===== config.mk =====
export PLATFORM = sky130hd
export DESIGN_NAME = sign_extend_pipe_flat
export DESIGN_NICKNAME = d
export VERILOG_FILES = /design/src/rtl/sign_extend_pipe_if.sv /design/src/rtl/sign_extend_pipe.sv /design/src/flat_wrapper.sv
export SDC_FILE = /design/constraint.sdc
export NUM_CORES = 1
export LEC_CHECK = 0
export ABC_AREA = 0
export CAP_MARGIN = 20
export CORE_AREA = 2 2 131 145
export DETAILED_ROUTE_END_ITERATION = 10
export DIE_AREA = 0 0 133 147
export SETUP_SLACK_MARGIN = 0.1
export SLEW_MARGIN = 40
export SYNTH_ARGS = -nofsm -noshare
export SYNTH_HDL_FRONTEND = slang
export SYNTH_SLANG_ARGS = --single-unit

===== constraint.sdc =====
create_clock -name clk -period 3.2 [get_ports clk]
set_input_delay 0.64 -clock clk [delete_from_list [all_inputs] [get_ports clk]]
set_output_delay 0.64 -clock clk [all_outputs]
set_load 0.1 [all_outputs]

===== src/rtl/sign_extend_pipe_if.sv =====
// Operand/result handshake bundle for sign_extend_pipe.
// master = producer/consumer side, slave = the extender itself.
interface sign_extend_pipe_if #(
   parameter int unsigned IN_W  = 32,
   parameter int unsigned OUT_W = 64,
   parameter int unsigned FW_W  = $clog2(IN_W) + 1
);
   logic             in_valid;
   logic             in_ready;
   logic [IN_W-1:0]  data_in;
   logic [1:0]       mode;
   logic [FW_W-1:0]  field_w;
   logic             out_valid;
   logic             out_ready;
   logic [OUT_W-1:0] data_out;
   logic             mode_err;
   logic [15:0]      count;

   modport master (
      output in_valid, data_in, mode, field_w, out_ready,
      input  in_ready, out_valid, data_out, mode_err, count
   );

   modport slave (
      input  in_valid, data_in, mode, field_w, out_ready,
      output in_ready, out_valid, data_out, mode_err, count
   );
endinterface


===== src/rtl/sign_extend_pipe.sv =====
// Field sign/zero extender with optional branch-offset shift, buffered in a 2-entry FIFO.
// Results are computed at acceptance; in_ready depends only on occupancy.
module sign_extend_pipe #(
   parameter int unsigned IN_W  = 32,
   parameter int unsigned OUT_W = 64,
   parameter int unsigned SHAMT = 2,
   parameter int unsigned FW_W  = $clog2(IN_W) + 1
) (
   input logic               clk,
   input logic               rst_n,
   sign_extend_pipe_if.slave bus
);

   logic [OUT_W-1:0] ext;
   logic             sign;
   logic             fill;
   int               fw;

   // Out-of-range field widths collapse to the full operand width.
   always_comb begin
      ext  = '0;
      sign = 1'b0;
      fw   = int'(bus.field_w);
      if (fw == 0 || fw > int'(IN_W)) fw = int'(IN_W);
      for (int i = 0; i < int'(IN_W); i++) begin
         if (i == fw - 1) sign = bus.data_in[i];
      end
      fill = sign && (bus.mode == 2'd0 || bus.mode == 2'd2);
      for (int i = 0; i < int'(IN_W); i++) begin
         ext[i] = (i < fw) ? bus.data_in[i] : fill;
      end
      for (int i = int'(IN_W); i < int'(OUT_W); i++) begin
         ext[i] = fill;
      end
      if (bus.mode == 2'd2) ext = ext << SHAMT;
   end

   logic [OUT_W:0] mem_q [2];
   logic           wr_ptr_q, rd_ptr_q;
   logic [1:0]     occ_q, occ_d;
   logic [15:0]    count_q;
   logic           armed_q;
   logic           push, pop;

   assign push = bus.in_valid && bus.in_ready;
   assign pop  = bus.out_valid && bus.out_ready;

   always_comb begin
      occ_d = occ_q;
      if (push && !pop)      occ_d = occ_q + 2'd1;
      else if (pop && !push) occ_d = occ_q - 2'd1;
   end

   always_ff @(posedge clk or negedge rst_n) begin
      if (!rst_n) begin
         mem_q[0] <= '0;
         mem_q[1] <= '0;
         wr_ptr_q <= 1'b0;
         rd_ptr_q <= 1'b0;
         occ_q    <= 2'd0;
         count_q  <= 16'd0;
         armed_q  <= 1'b0;
      end else begin
         armed_q <= 1'b1;
         occ_q   <= occ_d;
         if (push) begin
            mem_q[wr_ptr_q] <= {bus.mode == 2'd3, ext};
            wr_ptr_q        <= ~wr_ptr_q;
         end
         if (pop) begin
            rd_ptr_q <= ~rd_ptr_q;
            count_q  <= count_q + 16'd1;
         end
      end
   end

   // armed_q holds in_ready low through reset and until the first edge after release.
   assign bus.in_ready  = armed_q && (occ_q != 2'd2);
   assign bus.out_valid = (occ_q != 2'd0);
   assign bus.data_out  = mem_q[rd_ptr_q][OUT_W-1:0];
   assign bus.mode_err  = mem_q[rd_ptr_q][OUT_W];
   assign bus.count     = count_q;

endmodule


===== src/flat_wrapper.sv =====
// flat-port wrapper written by rule: the top's interface ports become plain ports
module sign_extend_pipe_flat 
#(
   parameter int unsigned IN_W  = 32,
   parameter int unsigned OUT_W = 64,
   parameter int unsigned SHAMT = 2,
   parameter int unsigned FW_W  = $clog2(IN_W) + 1
)
  (clk, rst_n, bus_in_valid, bus_data_in, bus_mode, bus_field_w, bus_out_ready, bus_in_ready, bus_out_valid, bus_data_out, bus_mode_err, bus_count);
  sign_extend_pipe_if #(.IN_W(IN_W), .OUT_W(OUT_W), .FW_W(FW_W)) bus_i ();
  input logic clk;
  input logic rst_n;
  input wire logic [$bits(bus_i.in_valid)-1:0] bus_in_valid;
  input wire logic [$bits(bus_i.data_in)-1:0] bus_data_in;
  input wire logic [$bits(bus_i.mode)-1:0] bus_mode;
  input wire logic [$bits(bus_i.field_w)-1:0] bus_field_w;
  input wire logic [$bits(bus_i.out_ready)-1:0] bus_out_ready;
  output wire logic [$bits(bus_i.in_ready)-1:0] bus_in_ready;
  output wire logic [$bits(bus_i.out_valid)-1:0] bus_out_valid;
  output wire logic [$bits(bus_i.data_out)-1:0] bus_data_out;
  output wire logic [$bits(bus_i.mode_err)-1:0] bus_mode_err;
  output wire logic [$bits(bus_i.count)-1:0] bus_count;
  assign bus_i.in_valid = bus_in_valid;
  assign bus_i.data_in = bus_data_in;
  assign bus_i.mode = bus_mode;
  assign bus_i.field_w = bus_field_w;
  assign bus_i.out_ready = bus_out_ready;
  assign bus_in_ready = bus_i.in_ready;
  assign bus_out_valid = bus_i.out_valid;
  assign bus_data_out = bus_i.data_out;
  assign bus_mode_err = bus_i.mode_err;
  assign bus_count = bus_i.count;
  sign_extend_pipe #(.IN_W(IN_W), .OUT_W(OUT_W), .SHAMT(SHAMT), .FW_W(FW_W)) u_core (.clk(clk), .rst_n(rst_n), .bus(bus_i));
endmodule

# ---- After elaboration in Yosys (flattened, before gate mapping)
# Index checks and enable logic that the tools add are counted.
dict set report totals {
  reg_bits 151
  input_bits 44
  output_inout_bits 83
}
dict set report classes {
  add_sub_neg 4
  n_lt_le_gt_ge 36
  n_eq_ne 34
  muxes 74
  n_bitwise 4
  n_reduce_logical 16
}
# op count
set ops {}
lappend ops {{equality test 6 x 32 -> 1 bit, first input constant} 16}
lappend ops {{2-to-1 mux 65 bit} 4}
lappend ops {{equality test 5 x 32 -> 1 bit, first input constant} 8}
lappend ops {{bitwise mux 130 bit} 1}
lappend ops {{equality test 4 x 32 -> 1 bit, first input constant} 4}
lappend ops {{less-than comparator 5 x 6 -> 1 bit, first input constant} 16}
lappend ops {{demux 65 bit (select 1 bit)} 1}
lappend ops {{equality test 3 x 32 -> 1 bit, first input constant} 2}
lappend ops {{2-to-1 mux 1 bit} 64}
lappend ops {{less-than comparator 4 x 6 -> 1 bit, first input constant} 8}
lappend ops {{2-to-1 mux 34 bit} 1}
lappend ops {{equality test 2 x 32 -> 1 bit, first input constant} 1}
lappend ops {{zero test 32 bit} 1}
lappend ops {{less-than comparator 3 x 6 -> 1 bit, first input constant} 4}
lappend ops {{adder 16 x 1 -> 16 bit, second input constant} 1}
lappend ops {{less-than comparator 1 x 6 -> 1 bit, first input constant} 2}
lappend ops {{less-than comparator 2 x 6 -> 1 bit, first input constant} 2}
lappend ops {{logical AND 1 bit} 7}
lappend ops {{subtractor 6 x 1 -> 7 bit, second input constant} 1}
lappend ops {{greater-than comparator 6 bit, second input constant} 1}
lappend ops {{zero test 6 bit} 1}
lappend ops {{2-to-1 mux 6 bit} 1}
lappend ops {{equality test 2 bit, second input constant} 2}
lappend ops {{greater-or-equal comparator 2 bit, second input constant} 2}
lappend ops {{11 further kinds} 17}

# ---- Logic depth before layout (Yosys ltp)
# Gate-level depths: netlist (run 1).
dict set report logic_depth {
  depth_word 41
  mapped_depth 12
}

# ---- Worst setup path before layout (run 1)
# Ideal clock, no wire load.
dict set report synth_timing {
  path_type {flip-flop to flip-flop}
  startpoint {register u_core.occ_q[0]}
  endpoint {register u_core.mem_q[71] in the netlist's numbering}
  arrival_ns 4.154
  path_slack_ns -1.078
  path_stages_with_launch 7
  path_buffers 1
  synth_period_minus_slack_ns 4.278
  path_cell_list {dfrtp_1 inv_1 a21boi_0 nand2_1 nor2_1 clkbuf_1 mux2_2}
}
dict set report synth_via {
  elab_chain_len 3
}
# element line
set synth_rtl {}
lappend synth_rtl {{start, declared} sign_extend_pipe.sv:40} ;# logic [1:0] occ_q, occ_d;
lappend synth_rtl {{start signal, assigned} sign_extend_pipe.sv:60} ;# occ_q <= 2'd0;
lappend synth_rtl {{start signal, assigned} sign_extend_pipe.sv:65} ;# occ_q <= occ_d;
lappend synth_rtl {{inequality test 2 bit} sign_extend_pipe.sv:78} ;# assign bus.in_ready = armed_q && (occ_q != 2'd2);
lappend synth_rtl {{logical AND 1 bit} sign_extend_pipe.sv:78}
lappend synth_rtl {{via bus_in_ready} flat_wrapper.sv:18} ;# output wire logic [$bits(bus_i.in_ready)-1:0] bus_in_ready;
lappend synth_rtl {{logical AND 1 bit} sign_extend_pipe.sv:45} ;# assign push = bus.in_valid && bus.in_ready;
lappend synth_rtl {{end signal, assigned by index} sign_extend_pipe.sv:67} ;# mem_q[wr_ptr_q] <= {bus.mode == 2'd3, ext};
lappend synth_rtl {{end, declared} sign_extend_pipe.sv:38} ;# logic [OUT_W:0] mem_q [2];
# The timed path passes the listed nets, and every way through them passes these cells.
# A chain may end at the register's enable or synchronous reset.

# ---- Worst setup path in the final report (run 1)
dict set report layout_timing {
  startpoint {input bus_field_w[4]}
  endpoint {register u_core.mem_q[12] in the netlist's numbering}
}
dict set report layout_via {
  elab_chain_len 41
  elab_cells_between_ends 76
}
# element line
set layout_rtl {}
lappend layout_rtl {{start, declared} flat_wrapper.sv:16} ;# input wire logic [$bits(bus_i.field_w)-1:0] bus_field_w;
lappend layout_rtl {{greater-than comparator 6 bit or zero test 6 bit (tied branches)} sign_extend_pipe.sv:24} ;# if (fw == 0 || fw > int'(IN_W)) fw = int'(IN_W);
lappend layout_rtl {{logical OR 1 bit} sign_extend_pipe.sv:24}
lappend layout_rtl {{2-to-1 mux 6 bit *} sign_extend_pipe.sv:24}
lappend layout_rtl {{subtractor 6 x 1 -> 7 bit} sign_extend_pipe.sv:26} ;# if (i == fw - 1) sign = bus.data_in[i];
lappend layout_rtl {{zero test 32 bit} sign_extend_pipe.sv:26}
lappend layout_rtl {{2-to-1 mux 1 bit (32 in a row)} sign_extend_pipe.sv:26}
lappend layout_rtl {{logical AND 1 bit} sign_extend_pipe.sv:28} ;# fill = sign && (bus.mode == 2'd0 || bus.mode == 2'd2);
lappend layout_rtl {{2-to-1 mux 1 bit} sign_extend_pipe.sv:30} ;# ext[i] = (i < fw) ? bus.data_in[i] : fill;
lappend layout_rtl {{2-to-1 mux 34 bit *} sign_extend_pipe.sv:35} ;# if (bus.mode == 2'd2) ext = ext << SHAMT;
lappend layout_rtl {{bitwise mux 130 bit *} sign_extend_pipe.sv:67}
# Every way passes the cells marked *; elsewhere a longest branch is shown, timed or not.

==> Flow_metrics.wiki, run 1 <==
{| class="wikitable"
! Metric !! Value
|-
| Run status || completed
|-
| Ys flop type || sky130_fd_sc_hd__dfrtp_1
|-
| Worst setup EP type || flip-flop
|-
| Final critical-path required period || between 3 and 4 ns
|-
| RSZ-0062 raised after global routing || no
|-
| Unique masters post-synth || ~70
|-
| Cell depth of the worst flop-to-flop path || 7
|-
| Remaining DRCs || 0
|-
| Post-Layout Cell Count || between 1000 and 1500
|-
| Max-Cap Viols || 0
|-
| Cell area after synthesis || 6230 um^2
|-
| Floorplan die area || 19600 um^2
|-
| Register-to-register setup slack || 1.31 ns
|-
| Site row count || between 50 and 60
|-
| Detailed-route wire length || 19700 um
|-
| Warnings, synthesis || 0
|-
| CP Class || primary input to flip-flop
|-
| Type of origin of the critical path || primary input
|-
| Largest net degree at the start of global routing || 51
|-
| Synth Area per Inst || 9.03 um^2
|-
| Detail Route Antenna Nets || 0
|-
| Cell count after placement || roughly 1100
|-
| Crit share post-route || 0.943
|-
| Wire length per cell || 17.6 um
|-
| Reg2reg end || u_core.bus.count[15]
|-
| Final worst clock skew || 0.0118 ns
|-
| Maximum fanout count along the critical path || 3
|-
| RD Place Congestion || 0.945
|-
| Top-area cell type share of the netlist area || 0.373
|-
| Slew at the pin closest to its max-slew limit || 0.826 ns
|-
| Final setup violation count || 0
|-
| Vias after detailed routing || 5898
|-
| Register area share after synthesis || 0.373
|-
| Clock tree from TritonCTS || done
|-
| Hold-fix buffers, CTS || 0
|-
| Area Overhead vs Synth || 51.1%
|-
| Ys async rst share || 1.00
|-
| Endpoints failing hold || 0
|-
| Via count of the first global-routing pass || between 5000 and 6000
|-
| Critical Path Start || bus_field_w[4]
|-
| Antenna violations before repair || 0
|-
| Required time reported for the critical path endpoint || around 3.5 ns
|-
| Sum of overflow across all layers after global routing || 0
|-
| Ratio of cells with drive above 1 in the final layout || 0.372
|-
| Arrival @ worst endpoint || around 3.3 ns
|-
| Normalized max-slew margin || 0.454
|-
| Number of buffers between clock root and the deepest sink || 2
|-
| Source-to-sink clock delay at the later pin of the worst-skew pair || between 0.3 and 0.4 ns
|-
| DRC violation total after the first TritonRoute iteration || 471
|-
| H-tree depth reported by CTS || 3
|-
| Nets in the synthesized netlist || 736
|-
| Total cell area at the placement stage || 8860 um^2
|-
| FMAX || 0.331 GHz
|-
| Core region area || 18200 um^2
|-
| Number of buffer cells added on primary ports || 126
|-
| Clock root buffer || sky130_fd_sc_hd__clkbuf_16
|-
| Library cell with the highest instance count after synthesis || sky130_fd_sc_hd__dfrtp_1
|-
| Type of the tightest min-delay check || primary input to asynchronous set/reset pin
|-
| Via density per instance || 5.27
|-
| Filler instances || between 1500 and 2000
|-
| Count of mapped cells out of synthesis || 690
|-
| Library cell occupying the most area in the post-synthesis netlist || sky130_fd_sc_hd__dfrtp_1
|-
| Largest cells by area after synthesis || sky130_fd_sc_hd__dfrtp_1, sky130_fd_sc_hd__mux2_2, sky130_fd_sc_hd__nand2_1
|-
| Fin. max-slew vios || 0
|-
| Chip Height || around 150 um
|-
| Estimated wirelength of the detail-placed design || 15100 um
|-
| Post-synth EDFFs || 0
|-
| Count of boundary I/O pins || 127
|-
| Number of buffers added by the clock tree synthesis step || 9
|-
| Final #Nets || 917
|-
| Initial standard-cell utilization of the core || 0.343
|-
| Number of clock sinks || 93
|-
| Combined global-route utilization of all metal layers || 0.201
|-
| Area of all placed cells without fillers || 9420 um^2
|-
| Core occupancy in the finished layout || 0.519
|-
| Commonest cells in the netlist || sky130_fd_sc_hd__dfrtp_1, sky130_fd_sc_hd__nand2_1, sky130_fd_sc_hd__mux2_2
|-
| Drt pass-1 iters || 5
|-
| Clock-pin slew of the registers on the worst-case setup and hold paths || 0.07 ns
|-
| Die width || 133 um
|-
| First-pass GRT wire length || 31100 um
|-
| Number of diodes added for antenna fixing || 0
|-
| Area used by sequential logic in the layout || ~2300 um^2
|-
| Area of combinational cells with multiple inputs || 3570 um^2
|-
| Post-synthesis register bit count || 93
|-
| Worst R2R Start || u_core.occ_q[0]
|}
==> kinds of logic (layout without fill, tap and decap cells) <==
kind of cell	count (synthesis)	count (layout)	share of synthesized area
buf+inv	86	272	0.0737
xor+xnor	19	19	0.0267
mux	75	75	0.135
flops	93	93	0.373
compound gates	197	197	0.221
fa+ha+maj	2	2	0.00401
other cells	1	1	0.000602
simple gates	217	217	0.166
==> area by class of cell <==
type / instances / share of cell area
clock buffer: 10 / 0.0254
clock inverter: 6 / 0.00704
inverter: 11 / 0.00438
multi-input combinational: 511 / 0.379
sequential: 93 / 0.247
tap: 243 / 0.0323
timing repair buffer: 245 / 0.305
==> worst max path at each step <==
stage / end / slack (ns) / cells past startpoint
2_1_floorplan: u_core.mem_q[11] / 0.30 / 11
3_3_place_gp: u_core.mem_q[31] / -0.40 / 10
3_5_place_dp: u_core.mem_q[96] / -0.49 / 10
4_1_cts: u_core.mem_q[7] / 0.11 / 13
5_1_grt: u_core.mem_q[77] / 0.12 / 11
6_report: u_core.mem_q[12] / 0.18 / 11
==> what timing repair did <==
action	4_1_cts	5_1_grt
cloned	0	0
gates resized for setup	21	14
endpoints found under the setup margin	60	48
pin swaps	9	7
setup buffers	9	5
==> flip-flops by register name, summed over array words and instances, names as in the netlist <==
name,count
u_core.occ_q,2
u_core.wr_ptr_q,1
u_core.bus.count,16
u_core.rd_ptr_q,1
u_core.armed_q,1
u_core.mem_q,72
==> worst max-delay path, stage by stage <==
cell	delay, ns
sky130_fd_sc_hd__clkdlybuf4s50_1	0.42
sky130_fd_sc_hd__or3b_4	0.41
sky130_fd_sc_hd__a2111oi_4	0.35
sky130_fd_sc_hd__a31oi_2	0.11
sky130_fd_sc_hd__a2111oi_4	0.47
sky130_fd_sc_hd__buf_4	0.21
sky130_fd_sc_hd__buf_4	0.11
sky130_fd_sc_hd__o21ai_0	0.07
sky130_fd_sc_hd__a21boi_0	0.13
sky130_fd_sc_hd__buf_4	0.16
sky130_fd_sc_hd__o31ai_2	0.20
==> layer usage <==
layer,vias up,track usage,routed length [um]
met1,2832,0.270,8830
li1,2836,-,-
met3,24,0.0328,1110
met5,-,0,0
met2,206,0.332,9340
met4,0,0.0624,401
==> metrics by stage <==
step | hold WS [ns] | setup TNS [ns] | worst slack [ns]
2_1_floorplan | 0.344 | 0 | 0.302
3_3_place_gp | 0.458 | -18.30 | -0.400
3_5_place_dp | 0.466 | -21.42 | -0.493
4_1_cts | 0.292 | 0 | 0.107
5_1_grt | 0.312 | 0 | 0.120
6_report | 0.277 | 0 | 0.183
==> placed cells by master, fill, tap and decap left out, types with 9 or more instances in the layout <==
cell type | netlist | layout
sky130_fd_sc_hd__a31oi_1 | 17 | 16
sky130_fd_sc_hd__inv_1 | 11 | 11
sky130_fd_sc_hd__nand2_1 | 73 | 73
sky130_fd_sc_hd__clkdlybuf4s50_1 | 0 | 37
sky130_fd_sc_hd__buf_12 | 0 | 72
sky130_fd_sc_hd__xnor2_1 | 14 | 14
sky130_fd_sc_hd__a21oi_1 | 36 | 34
sky130_fd_sc_hd__nor3_1 | 9 | 9
sky130_fd_sc_hd__clkbuf_16 | 0 | 9
sky130_fd_sc_hd__dfrtp_1 | 93 | 93
sky130_fd_sc_hd__nor2_1 | 64 | 61
sky130_fd_sc_hd__o21ai_0 | 50 | 48
sky130_fd_sc_hd__buf_4 | 33 | 125
sky130_fd_sc_hd__nand3_1 | 15 | 15
sky130_fd_sc_hd__mux2_2 | 70 | 67
Power of run 1 is not shown: default switching activity piles up to over one toggle a cycle in this logic, so the estimate is an artifact.
==> run 2: changes to the inputs <==
--- a/config.mk
+++ b/config.mk
@@ -10,6 +10,7 @@
 export CORE_AREA = 2 2 131 145
 export DETAILED_ROUTE_END_ITERATION = 10
 export DIE_AREA = 0 0 133 147
+export RECOVER_POWER = 50
 export SETUP_SLACK_MARGIN = 0.1
 export SLEW_MARGIN = 40
 export SYNTH_ARGS = -nofsm -noshare
==> run 2 against run 1 <==
  * The run now ends with capacitance limit, slew limit left
  * Die area stayed put
  * Clock skew hardly changed
  * Sequential share of layout area is 0.21 points higher
  * Hold slack better by 0.20 ns
  * First-iteration DRC count is 4.7% higher
  * Register-to-register slack worse by 0.30 ns
  * Count of clock-buffer cells in the layout stayed put
  * Global-route usage stayed put
  * Wire length is 0.39% higher
  * Via count is 0.10% lower
  * Critical path depth stayed put
  * Core utilization is 0.43 points lower
  * Highest routed layer unchanged
==> Flow_metrics.wiki, run 2 (synthesis results as in run 1) <==
{| class="wikitable"
! Metric !! Value
|-
| Area used by sequential logic in the layout || 2330 um^2 (unchanged)
|-
| Vias after detailed routing || 5892 (-0.10%)
|-
| Required time reported for the critical path endpoint || 3.46 ns (about the same)
|-
| Antenna violations before repair || 0 (unchanged)
|-
| Number of buffers added by the clock tree synthesis step || 9 (unchanged)
|-
| First-pass GRT wire length || 31100 um (unchanged)
|-
| Drt pass-1 iters || 5 (unchanged)
|-
| Largest net degree at the start of global routing || 51 (unchanged)
|-
| Source-to-sink clock delay at the later pin of the worst-skew pair || 0.35 ns (about the same)
|-
| Maximum fanout count along the critical path || 3 (unchanged)
|-
| Die width || 133 um (unchanged)
|-
| Via density per instance || 5.27 (-0.10%)
|-
| Number of buffers between clock root and the deepest sink || 2 (unchanged)
|-
| Slowest-stage cell, CP || sky130_fd_sc_hd__a2111oi_4
|-
| Final worst clock skew || 0.0115 ns (-0.000323 ns)
|-
| Kind of cell adding the most delay to the critical path || compound AO/OA/AOI/OAI gates
|-
| Arrival @ worst endpoint || 3.28 ns (about the same)
|-
| Core occupancy in the finished layout || 0.515 (-0.00434)
|-
| Largest stage delay, worst path || 0.47 ns (about the same)
|-
| Endpoints failing hold || 0 (unchanged)
|-
| Final critical-path required period || 3.02 ns (+0.00524 ns)
|-
| H-tree depth reported by CTS || 3 (unchanged)
|-
| Most flops, register || u_core.mem_q
|-
| FMAX || 0.331 GHz (-0.17%)
|-
| Floorplan die area || 19600 um^2 (unchanged)
|-
| Clock-pin slew of the registers on the worst-case setup and hold paths || 0.07 ns (about the same)
|-
| Count of boundary I/O pins || 127 (unchanged)
|-
| Number of buffer cells added on primary ports || 126 (unchanged)
|-
| Worst-case setup slack after placement || -0.493 ns (unchanged)
|-
| Largest register FFs || 72 (unchanged)
|-
| Fin. max-slew vios || 44 (+44)
|-
| Number of diodes added for antenna fixing || 0 (unchanged)
|-
| Initial standard-cell utilization of the core || 0.343 (unchanged)
|-
| Number of buffers and inverters on the critical path || 4 (unchanged)
|-
| Detailed-route wire length || 19800 um (+0.39%)
|-
| Most common cell after layout, fill and taps aside || sky130_fd_sc_hd__buf_4
|-
| Critical-path cell list || clkdlybuf4s50_1 -> or3b_4 -> a2111oi_4 -> a31oi_2 -> a2111oi_4 -> buf_4 -> buf_4 -> o21ai_0 -> a21boi_0 -> buf_4 -> o31ai_2
|-
| Slew at the pin closest to its max-slew limit || 2.42 ns (+1.59 ns)
|-
| Cell count after placement || 1089 (unchanged)
|-
| Remaining DRCs || 0 (unchanged)
|-
| Detail Route Antenna Nets || 0 (unchanged)
|-
| Type of origin of the critical path || primary input
|-
| Clock tree from TritonCTS || done
|-
| Max-Cap Viols || 1 (+1)
|-
| DRC violation total after the first TritonRoute iteration || 493 (+4.7%)
|-
| Final setup violation count || 0 (unchanged)
|-
| Filler instances || 1651 (+1.2%)
|-
| Normalized max-slew margin || -0.610 (-1.06)
|-
| Ratio of cells with drive above 1 in the final layout || 0.348 (-0.0240)
|-
| Site row count || 52 (unchanged)
|-
| Most frequent cell on the critical path || sky130_fd_sc_hd__buf_4
|-
| Final #Nets || 917 (unchanged)
|-
| Run status || finished, violations left
|-
| Area of combinational cells with multiple inputs || 3570 um^2 (unchanged)
|-
| Post-Layout Cell Count || 1119 (unchanged)
|-
| Crit share post-route || 0.944 (+0.00164)
|-
| Core region area || 18200 um^2 (unchanged)
|-
| Area Overhead vs Synth || 49.9%
|-
| Combined global-route utilization of all metal layers || 0.201 (unchanged)
|-
| Sum of overflow across all layers after global routing || 0 (unchanged)
|-
| Worst setup EP type || flip-flop
|-
| RSZ-0062 raised after global routing || no
|-
| Most used cells in the layout excluding fill and tap cells || sky130_fd_sc_hd__buf_4, sky130_fd_sc_hd__dfrtp_1, sky130_fd_sc_hd__nand2_1
|-
| RD Place Congestion || 0.945 (unchanged)
|-
| Chip Height || 147 um (unchanged)
|-
| Final worst-path setup slack || 0.178 ns (-0.00524 ns)
|-
| Type of the tightest min-delay check || flip-flop to flip-flop
|-
| Register-to-register setup slack || 1.01 ns (-0.30 ns)
|-
| Via count of the first global-routing pass || 5760 (unchanged)
|-
| Failing checks || capacitance limit, slew limit
|-
| Number of clock sinks || 93 (unchanged)
|-
| Wire length per cell || 17.7 um (+0.39%)
|-
| CP Class || primary input to flip-flop
|-
| Clock root buffer || sky130_fd_sc_hd__clkbuf_16
|-
| Estimated wirelength of the detail-placed design || 15100 um (unchanged)
|}
[run 2: cell types whose count changed in the layout (fill, tap and decap cells not counted), sizes merged]
cell           change
buf               -21
dlygate4sd3        +2
clkbuf            +21
clkdlybuf4s50      -2
[run 2: stage by stage]
step / setup TNS, ns / hold slack (ns) / instance area [um^2]
final: 0 / 0.474 / 9340
after global routing: 0 / 0.495 / 9340
after CTS: 0 / 0.292 / 9330
after detailed placement: -21.42 / 0.466 / 8860
after global placement: -18.30 / 0.458 / 8860
after floorplan: 0 / 0.344 / 6240
[run 2: worst register-to-register path, delay by kind of cell (launching register included)]
family	cells	cell delay (ns)
simple gates	3	0.37
buf+inv	3	0.98
flops	1	0.42
compound gates	2	0.30
[run 2: final timing paths]
path,to,cells past startpoint,start
worst max-delay path,u_core.mem_q[12],11,bus_field_w[4]
worst max register to register,u_core.mem_q[2],8,u_core.occ_q[0]
worst min-delay path,u_core.bus.count[15],1,u_core.bus.count[15]
worst min register to register,u_core.bus.count[15],1,u_core.bus.count[15]
min in group asynchronous,u_core.bus.count[9],1,rst_n
max in group asynchronous,u_core.mem_q[94],1,rst_n
[run 2: area by class of cell]
cell class / count / share of cell area
clock inverter: 6 / 0.00710
clock buffer: 10 / 0.0256
inverter: 11 / 0.00442
multi-input combinational: 511 / 0.382
timing repair buffer: 245 / 0.299
sequential: 93 / 0.249
tap: 243 / 0.0326
[run 2: repair_timing]
action,CTS,global route
pin swaps,9,7
hold buffers,0,0
gates resized for setup,21,14
endpoints found under the setup margin,60,48
setup buffers,9,5
[run 2: per-layer routing]
| layer | GRT usage | up-vias | part of all wire |
|---|---|---|---|
| met5 | 0 | - | 0 |
| met4 | 0.0624 | 0 | 0.021 |
| met3 | 0.0328 | 28 | 0.052 |
| met2 | 0.332 | 208 | 0.48 |
| met1 | 0.270 | 2821 | 0.45 |
| li1 | - | 2835 | - |
Power of run 2 is left out for the same reason.
==> run 3: changes to the inputs <==
--- a/config.mk
+++ b/config.mk
@@ -7,9 +7,9 @@
 export LEC_CHECK = 0
 export ABC_AREA = 0
 export CAP_MARGIN = 20
-export CORE_AREA = 2 2 131 145
+export CORE_AREA = 2 2 123 136
 export DETAILED_ROUTE_END_ITERATION = 10
-export DIE_AREA = 0 0 133 147
+export DIE_AREA = 0 0 125 138
 export RECOVER_POWER = 50
 export SETUP_SLACK_MARGIN = 0.1
 export SLEW_MARGIN = 40
==> run 3 against run 2 <==
  * The flow still finishes with violations (capacitance limit, slew limit)
  * Register-to-register slack improved by 0.10 ns
  * Global-route usage up 5.1 points
  * Largest cell class unchanged
  * Worst setup slack gained 0.024 ns
  * Count of clock-buffer cells in the layout is 1 higher
  * Highest routed layer unchanged
==> Flow_metrics.wiki, run 3 (synthesis results as in run 1) <==
{| class="wikitable"
! Metric !! Value
|-
| Run status || finished, violations left
|-
| Failing checks || capacitance limit, slew limit
|-
| Number of buffers between clock root and the deepest sink || 2 (unchanged)
|-
| RD Place Congestion || 0.960 (+1.6%)
|-
| Most common cell after layout, fill and taps aside || sky130_fd_sc_hd__buf_4
|-
| Clock tree from TritonCTS || done
|-
| Area of all placed cells without fillers || 9360 um^2 (+0.19%)
|-
| Number of diodes added for antenna fixing || 0 (unchanged)
|-
| Estimated wirelength of the detail-placed design || 17400 um (+15%)
|-
| FMAX || 0.333 GHz (+0.79%)
|-
| Slew at the pin closest to its max-slew limit || 2.51 ns (+0.0954 ns)
|-
| Filler instances || 1435 (-13%)
|-
| Via count of the first global-routing pass || 6122 (+6.3%)
|-
| Combined global-route utilization of all metal layers || 0.252 (+0.0514)
|-
| Maximum fanout count along the critical path || 8 (+5)
|-
| DRC violation total after the first TritonRoute iteration || 375 (-24%)
|-
| Max-Cap Viols || 1 (unchanged)
|-
| Largest net degree at the start of global routing || 49 (-3.9%)
|-
| Core region area || 16100 um^2 (-12%)
|-
| Required time reported for the critical path endpoint || 3.43 ns (-0.03 ns)
|-
| Site row count || 49 (-5.8%)
|-
| Area of combinational cells with multiple inputs || 3560 um^2 (-0.11%)
|-
| Area used by sequential logic in the layout || 2330 um^2 (unchanged)
|-
| Worst setup EP type || flip-flop
|-
| Area Overhead vs Synth || 50.2%
|-
| Source-to-sink clock delay at the later pin of the worst-skew pair || 0.34 ns (about the same)
|-
| Final #Nets || 936 (+2.1%)
|-
| Arrival @ worst endpoint || 3.23 ns (-0.05 ns)
|-
| RSZ-0062 raised after global routing || no
|-
| Number of clock sinks || 93 (unchanged)
|-
| Detail Route Antenna Nets || 0 (unchanged)
|-
| Detailed-route wire length || 21900 um (+11%)
|-
| Most flops, register || u_core.mem_q
|-
| Clock root buffer || sky130_fd_sc_hd__clkbuf_16
|-
| Chip Height || 138 um (-6.1%)
|-
| Final worst clock skew || 0.00669 ns (-0.00477 ns)
|-
| Normalized max-slew margin || -0.674 (-0.0636)
|-
| Hold-fix buffers, CTS || 0 (unchanged)
|-
| Largest register FFs || 72 (unchanged)
|-
| Drt pass-1 iters || 5 (unchanged)
|-
| Via density per instance || 5.50 (+4.5%)
|-
| Final worst-path setup slack || 0.201 ns (+0.0237 ns)
|-
| Total cell area at the placement stage || 8950 um^2 (+1.1%)
|-
| Initial standard-cell utilization of the core || 0.388 (+0.0447)
|-
| Count of cells along the worst hold path || 2 (+1)
|-
| Most used cells in the layout excluding fill and tap cells || sky130_fd_sc_hd__buf_4, sky130_fd_sc_hd__dfrtp_1, sky130_fd_sc_hd__nand2_1
|-
| Cell depth of the worst flop-to-flop path || 8 (unchanged)
|-
| Antenna violations before repair || 0 (unchanged)
|-
| Number of buffers added by the clock tree synthesis step || 9 (unchanged)
|-
| Worst-case setup slack after placement || -0.522 ns (-0.0292 ns)
|-
| Floorplan die area || 17300 um^2 (-12%)
|-
| Type of origin of the critical path || primary input
|-
| Remaining DRCs || 0 (unchanged)
|-
| Count of boundary I/O pins || 127 (unchanged)
|-
| First-pass GRT wire length || 34500 um (+11%)
|-
| CP Class || primary input to flip-flop
|-
| Ratio of cells with drive above 1 in the final layout || 0.355 (+0.00713)
|-
| Wire length per cell || 19.9 um (+13%)
|-
| Clock-pin slew of the registers on the worst-case setup and hold paths || 0.06 ns (about the same)
|-
| Number of buffer cells added on primary ports || 126 (unchanged)
|-
| Vias after detailed routing || 6047 (+2.6%)
|-
| Type of the tightest min-delay check || flip-flop to flip-flop
|-
| Endpoints failing hold || 0 (unchanged)
|-
| H-tree depth reported by CTS || 3 (unchanged)
|-
| Sum of overflow across all layers after global routing || 0 (unchanged)
|-
| Crit share post-route || 0.937 (-0.00741)
|-
| Final setup violation count || 0 (unchanged)
|-
| Final critical-path required period || 3.00 ns (-0.0237 ns)
|-
| Die width || 125 um (-6.0%)
|-
| Fin. max-slew vios || 49 (+11%)
|}
## run 3: critical path, cell delays in order
cell and delay [ns]:
sky130_fd_sc_hd__dlygate4sd2_1 0.33, sky130_fd_sc_hd__buf_4 0.20, sky130_fd_sc_hd__or2_2 0.32, sky130_fd_sc_hd__o31a_1 0.34
sky130_fd_sc_hd__a31oi_4 0.21, sky130_fd_sc_hd__a2111oi_4 0.11, sky130_fd_sc_hd__buf_4 0.16, sky130_fd_sc_hd__buf_4 0.13
sky130_fd_sc_hd__o211ai_1 0.21, sky130_fd_sc_hd__a22oi_1 0.13, sky130_fd_sc_hd__buf_4 0.19, sky130_fd_sc_hd__mux2_2 0.26
## run 3: area by class of cell
| cell class | count | share of cell area |
|---|---|---|
| clock buffer | 11 | 0.0270 |
| sequential | 93 | 0.249 |
| tap | 204 | 0.0273 |
| multi-input combinational | 511 | 0.381 |
| clock inverter | 5 | 0.00441 |
| timing repair buffer | 264 | 0.307 |
| inverter | 11 | 0.00441 |
## run 3: path summary, 6_finish.rpt
| kind | from | slack [ns] | end |
|---|---|---|---|
| setup / recovery | bus_field_w[2] | 0.20 | u_core.mem_q[70] |
| hold / removal | u_core.mem_q[97] | 0.48 | u_core.mem_q[97] |
| setup reg to reg | u_core.occ_q[0] | 1.11 | u_core.mem_q[23] |
| hold reg to reg | u_core.mem_q[97] | 0.48 | u_core.mem_q[97] |
| max in group asynchronous | rst_n | 0.68 | u_core.mem_q[91] |
| min in group asynchronous | rst_n | 1.07 | u_core.bus.count[2] |
## run 3: per-layer routing
metal  track usage  part of all wire  up-vias
met5             0                 0        -
met4        0.0696             0.019        0
met3        0.0337             0.041       23
met2         0.427              0.49      197
met1         0.340              0.45     2958
li1              -                 -     2869
## run 3: stage by stage
step	setup TNS, ns	hold WS, ns	util	std cells
2_1_floorplan	0	0.344	-	690
3_5_place_dp	-21.33	0.464	0.557	1074
4_1_cts	0	0.311	0.584	1097
5_1_grt	0	0.500	0.583	1099
6_report	0	0.477	0.583	1099
3_3_place_gp	-17.57	0.457	0.557	1074
## run 3: timing repair
item / CTS / global route
setup endpoints to repair: 53 / 63
resized for setup: 18 / 9
gates cloned: 0 / 0
buffers inserted: 7 / 2
pin swaps: 5 / 8
Power of run 3 is left out for the same reason.
==> patch 1 (settings of run 2) <==
Make the reset (`rst_n`) synchronous in one clocked block.
--- a/src/rtl/sign_extend_pipe.sv
+++ b/src/rtl/sign_extend_pipe.sv
@@ -51,7 +51,7 @@
       else if (pop && !push) occ_d = occ_q - 2'd1;
    end
 
-   always_ff @(posedge clk or negedge rst_n) begin
+   always_ff @(posedge clk) begin
       if (!rst_n) begin
          mem_q[0] <= '0;
          mem_q[1] <= '0;
Check against the original RTL: differs if rst_n is asserted again (counterexample within 4 cycles, from zero or initial values and one cycle with rst_n low); with rst_n held inactive, the same outputs for 4 cycles.
==> patch 1 against run 2 <==
Sequential cell count rose by 1; via count fell by 2.8%; setup slack got worse by 0.021 ns; cell count fell by 1.6%; sequential share of layout area rose by 3.3 points; design area fell by 1.3%; area after synthesis fell by 1.7%; routed wire length fell by 2.7%; largest cell class unchanged.
==> patch 1: results (changes against run 2) <==
[metrics] run status: complete, no violations (was finished, violations left)
[metrics] CTS root buffer: clkbuf_16 (unchanged)
[metrics] highest clock rate: 0.329 GHz (was 0.331 GHz)
[metrics] HPWL after DPL: 14.7 mm (was 15.1 mm)
[metrics] post-synthesis area per instance: 9.14 sq um (was 9.03 sq um)
[metrics] pin count of the biggest net entering global routing: 37 (was 51)
[metrics] cell types with the largest area share after synthesis: edfxtp_1 (35%), dfxtp_1 (7.2%), mux2_2 (7.2%), nor2_1 (4.3%), buf_4 (3.9%) (was dfrtp_1 (37%), mux2_2 (13%), nand2_1 (4.4%), o21ai_0 (4.0%), buf_4 (4.0%))
[metrics] ClkCell Share: 0.0331 (was 0.0327)
[metrics] highest fanout seen on the critical path: 6 (was 3)
[metrics] #MultiIn Comb: 485 (was 511)
[metrics] final net count: 899 (was 917)
[metrics] average wire per cell in the routed design: 17.5 um (was 17.7 um)
[metrics] wire length of the first global-routing pass: 29.5 mm (was 31.1 mm)
[metrics] crit path DAT: 3.23 ns (was 3.28 ns)
[metrics] clock skew after layout: 0.0117 ns (was 0.0115 ns)
[metrics] placed cells: 1074 (was 1089)
[metrics] detailed-route via count: 5729 (was 5892)
[metrics] placed inst area: 0.00875 sq mm (was 0.00886 sq mm)
[metrics] Sequential Area: 0.00260 sq mm (was 0.00233 sq mm)
[metrics] vias in the first global route: 5364 (was 5760)
[metrics] global-route total usage across every layer: 0.191 (was 0.201)
[metrics] Non-clock buffers, area share: 0.299 (about the same)
[metrics] input/output buffers: 126 (unchanged)
[metrics] DRT iter0 DRCs: 454 (was 493)
[metrics] post-synthesis sequential area ratio: 0.425 (was 0.373)
[metrics] setup slack at placement: -0.429 ns (was -0.493 ns)
[metrics] nets in the synthesized netlist: 716 (was 736)
[metrics] via-per-instance ratio: 5.20 (was 5.27)
[metrics] share of final-layout standard cells stronger than drive strength 1: 0.314 (was 0.348)
[metrics] buffers outside the clock class: 245 (unchanged)
[metrics] final worst hold slack: 0.517 ns (was 0.474 ns)
[metrics] Hold WC Path Type: reg -> reg (unchanged)
[metrics] non-clock inverter instance count of the final layout: 18 (was 11)
[metrics] Worst R2R Setup Slack: 0.81 ns (was 1.01 ns)
[metrics] Seq Cell Count: 94 (was 93)
[metrics] fraction of synthesis flops using an asynchronous set or reset pin: 0 (was 1.00)
[metrics] global placer's final weighted congestion: 0.967 (was 0.945)
[metrics] multi-input combinational area share: 0.346 (was 0.382)
[metrics] final-layout fill cell count: 1687 (was 1651)
[metrics] number of library cell types mapped by synthesis: 64 (was 71)
[metrics] count of flip-flops with a built-in enable after synthesis: 72 (was 0)
[metrics] cell types with the highest counts after synthesis: edfxtp_1 (72), nor2_1 (70), nand2_1 (63) (was dfrtp_1 (93), nand2_1 (73), mux2_2 (70))
## patch 1: layer usage
metal	up-vias	wire, um	GRT usage
li1	2767	-	-
met1	2669	8400	0.255
met2	261	9180	0.318
met3	32	1300	0.0345
met4	0	349	0.0532
met5	-	0	0
## patch 1: where the power goes
group,leakage [nW],switching [mW],internal [mW]
clock,0.154,0.505,0.587
sequential,0.932,0.0484,1.43
combinational,2.59,2.55,1.30
## patch 1: logic make-up after synthesis
| kind of cell | after synthesis | synth area share |
|---|---|---|
| XOR/XNOR | 19 | 0.0272 |
| AND/OR/NAND/NOR | 253 | 0.207 |
| multiplexers | 49 | 0.0881 |
| AO/OA/AOI/OAI | 161 | 0.168 |
| flip-flops | 94 | 0.425 |
| buffers and inverters | 92 | 0.0809 |
| adder cells (fa/ha/maj) | 2 | 0.00409 |
## patch 1: critical path: stages
cell and delay [ns]:
clkdlybuf4s15_1 0.23, or4b_4 0.59, o22ai_4 0.22, nand4b_1 0.22, o211ai_4 0.16, a31oi_4 0.13, buf_12 0.16, or2_4 0.24
or4_4 0.50, a21oi_2 0.15
## patch 1: worst paths after layout
| path | to | cells past startpoint | startpoint |
|---|---|---|---|
| worst max-delay path | u_core.mem_q[1][16]$_SDFFCE_PN0P_ | 10 | bus_field_w[3] |
| worst min-delay path | u_core.bus.count[1]$_SDFFE_PN0P_ | 2 | u_core.bus.count[1]$_SDFFE_PN0P_ |
| worst max register to register | u_core.mem_q[1][27]$_SDFFCE_PN0P_ | 7 | u_core.occ_q[0]$_SDFFE_PN0P_ |
| worst min register to register | u_core.bus.count[1]$_SDFFE_PN0P_ | 2 | u_core.bus.count[1]$_SDFFE_PN0P_ |
## patch 1: what timing repair did
item,CTS,global route
pin swaps,7,16
buffers inserted,3,6
cloned,0,2
endpoints found under the setup margin,62,67
resized for setup,18,25
==> patch 2 (settings of run 2) <==
Made on the original files. `IN_W` is set to 32 in 3 places; all go to 16.
--- a/src/rtl/sign_extend_pipe_if.sv
+++ b/src/rtl/sign_extend_pipe_if.sv
@@ -1,7 +1,7 @@
 // Operand/result handshake bundle for sign_extend_pipe.
 // master = producer/consumer side, slave = the extender itself.
 interface sign_extend_pipe_if #(
-   parameter int unsigned IN_W  = 32,
+   parameter int unsigned IN_W  = 16,
    parameter int unsigned OUT_W = 64,
    parameter int unsigned FW_W  = $clog2(IN_W) + 1
 );
--- a/src/rtl/sign_extend_pipe.sv
+++ b/src/rtl/sign_extend_pipe.sv
@@ -1,7 +1,7 @@
 // Field sign/zero extender with optional branch-offset shift, buffered in a 2-entry FIFO.
 // Results are computed at acceptance; in_ready depends only on occupancy.
 module sign_extend_pipe #(
-   parameter int unsigned IN_W  = 32,
+   parameter int unsigned IN_W  = 16,
    parameter int unsigned OUT_W = 64,
    parameter int unsigned SHAMT = 2,
    parameter int unsigned FW_W  = $clog2(IN_W) + 1
--- a/src/flat_wrapper.sv
+++ b/src/flat_wrapper.sv
@@ -1,7 +1,7 @@
 // flat-port wrapper written by rule: the top's interface ports become plain ports
 module sign_extend_pipe_flat 
 #(
-   parameter int unsigned IN_W  = 32,
+   parameter int unsigned IN_W  = 16,
    parameter int unsigned OUT_W = 64,
    parameter int unsigned SHAMT = 2,
    parameter int unsigned FW_W  = $clog2(IN_W) + 1
Interface: changed (resized bus_data_in and bus_field_w); port bits go from 127 to 110. No check against the original RTL was run, so the function may have changed too.
==> patch 2 against run 2 <==
Area after synthesis shrank 36%; sequential cell count shrank 32; routed wire length shrank 41%; setup slack gained 0.018 ns; design area shrank 35%; global-route usage shrank 8.2 points; hold slack lost 0.0041 ns; fmax grew 0.61%; register-to-register slack lost 0.31 ns; critical endpoint is now u_core.mem_q[17]$_DFFE_PN0P_; largest cell class unchanged.
Power is not shown: default switching activity piles up to over one toggle a cycle in this logic, so the estimate is an artifact.
==> patch 2: results (changes against run 2) <==
[metrics] portion of netlist area occupied by mux cells: 0.132 (was 0.135)
[metrics] fraction of the mapped netlist area in compound gates: 0.151 (was 0.221)
[metrics] Non-clock buffers, area share: 0.286 (was 0.299)
[metrics] global placer's final weighted congestion: 0.931 (was 0.945)
[metrics] post-synthesis area per instance: 9.37 sq um (was 9.03 sq um)
[metrics] Sequential Area: 0.00153 sq mm (was 0.00233 sq mm)
[metrics] #MultiIn Comb: 290 (was 511)
[metrics] wire length of the first global-routing pass: 18.5 mm (was 31.1 mm)
[metrics] final net count: 564 (was 917)
[metrics] pin slew with the least headroom to its limit: 1.45 ns (was 2.42 ns)
[metrics] post-synthesis sequential area ratio: 0.381 (was 0.373)
[metrics] non-clock inverter instance count of the final layout: 9 (was 11)
[metrics] vias in the first global route: 3519 (was 5760)
[metrics] nets in the synthesized netlist: 457 (was 736)
[metrics] placed cells: 759 (was 1089)
[metrics] multi-input combinational area share: 0.357 (was 0.382)
[metrics] input/output buffers: 109 (was 126)
[metrics] cell types with the largest area share after synthesis: dfrtp_1 (38%), mux2_2 (13%), buf_4 (8.6%), nand2_1 (4.1%), o21ai_0 (2.9%) (was dfrtp_1 (37%), mux2_2 (13%), nand2_1 (4.4%), o21ai_0 (4.0%), buf_4 (4.0%))
[metrics] global-route total usage across every layer: 0.118 (was 0.201)
[metrics] pin count of the biggest net entering global routing: 42 (was 51)
[metrics] CP max-delay cell: clkdlybuf4s50_1 (was a2111oi_4)
[metrics] DRT iter0 DRCs: 294 (was 493)
[metrics] area of all placed cells without fillers: 0.00607 sq mm (was 0.00934 sq mm)
[metrics] Synth Area in Adders: 0.00938 (was 0.00402)
[metrics] highest fanout seen on the critical path: 7 (was 3)
[metrics] flip-flop count of the largest register, all copies and words added: 40 (was 72)
[metrics] clock insertion delay at the later pin of the skew report: 0.32 ns (was 0.35 ns)
[metrics] crit path DAT: 3.20 ns (was 3.28 ns)
[metrics] area share of the largest cell type after synthesis: 0.381 (was 0.373)
[metrics] setup slack at placement: -0.603 ns (was -0.493 ns)
[metrics] run status: complete, no violations (was finished, violations left)
[metrics] Sink Count: 61 (was 93)
[metrics] share of the synthesized netlist area taken by xor and xnor gates: 0.0460 (was 0.0267)
[metrics] detailed-route via count: 3557 (was 5892)
[metrics] placed inst area: 0.00570 sq mm (was 0.00886 sq mm)
[metrics] final wirelength: 11.7 mm (was 19.8 mm)
[metrics] final-layout fill cell count: 1861 (was 1651)
[metrics] HPWL after DPL: 8.62 mm (was 15.1 mm)
[metrics] ClkCell Share: 0.0495 (was 0.0327)
patch 2: worst register-to-register path: stages, from the launching register on:
cell	delay (ns)
dfrtp_1	0.42
inv_1	0.09
a21boi_2	0.06
and2_0	0.22
nand2_1	0.10
clkbuf_1	1.05
mux2_2	0.44
patch 2: path summary, 6_finish.rpt:
| kind | startpoint | endpoint | slack (ns) | cells after the start |
|---|---|---|---|---|
| setup / recovery | bus_field_w[2] | u_core.mem_q[17]$_DFFE_PN0P_ | 0.20 | 11 |
| hold / removal | u_core.bus.count[15]$_DFFE_PN0P_ | u_core.bus.count[15]$_DFFE_PN0P_ | 0.47 | 1 |
| setup reg to reg | u_core.occ_q[0]$_DFFE_PN0P_ | u_core.mem_q[9]$_DFFE_PN0P_ | 0.70 | 6 |
| hold reg to reg | u_core.bus.count[15]$_DFFE_PN0P_ | u_core.bus.count[15]$_DFFE_PN0P_ | 0.47 | 1 |
| max in group asynchronous | rst_n | u_core.mem_q[71]$_DFFE_PN0P_ | 1.02 | 2 |
| min in group asynchronous | rst_n | u_core.bus.count[10]$_DFFE_PN0P_ | 0.56 | 1 |
patch 2: cells by family after synthesis:
| kind of cell | count (synthesis) |
|---|---|
| buf+inv | 77 |
| simple gates | 130 |
| mux | 47 |
| xor+xnor | 21 |
| flops | 61 |
| other cells | 1 |
| compound gates | 87 |
| fa+ha+maj | 3 |
patch 2: metal layers:
metal  vias to the layer above  global-route usage  share of wire
met3                        30              0.0204          0.053
met2                       131               0.205           0.50
li1                       1676                   -              -
met1                      1720               0.146           0.42
met5                         -                   0              0
met4                         0              0.0457          0.026
patch 2: what timing repair did:
item / CTS / global route
setup buffers: 5 / 1
pin swaps: 9 / 8
gates cloned: 1 / 0
setup endpoints to repair: 36 / 28
resized for setup: 30 / 6
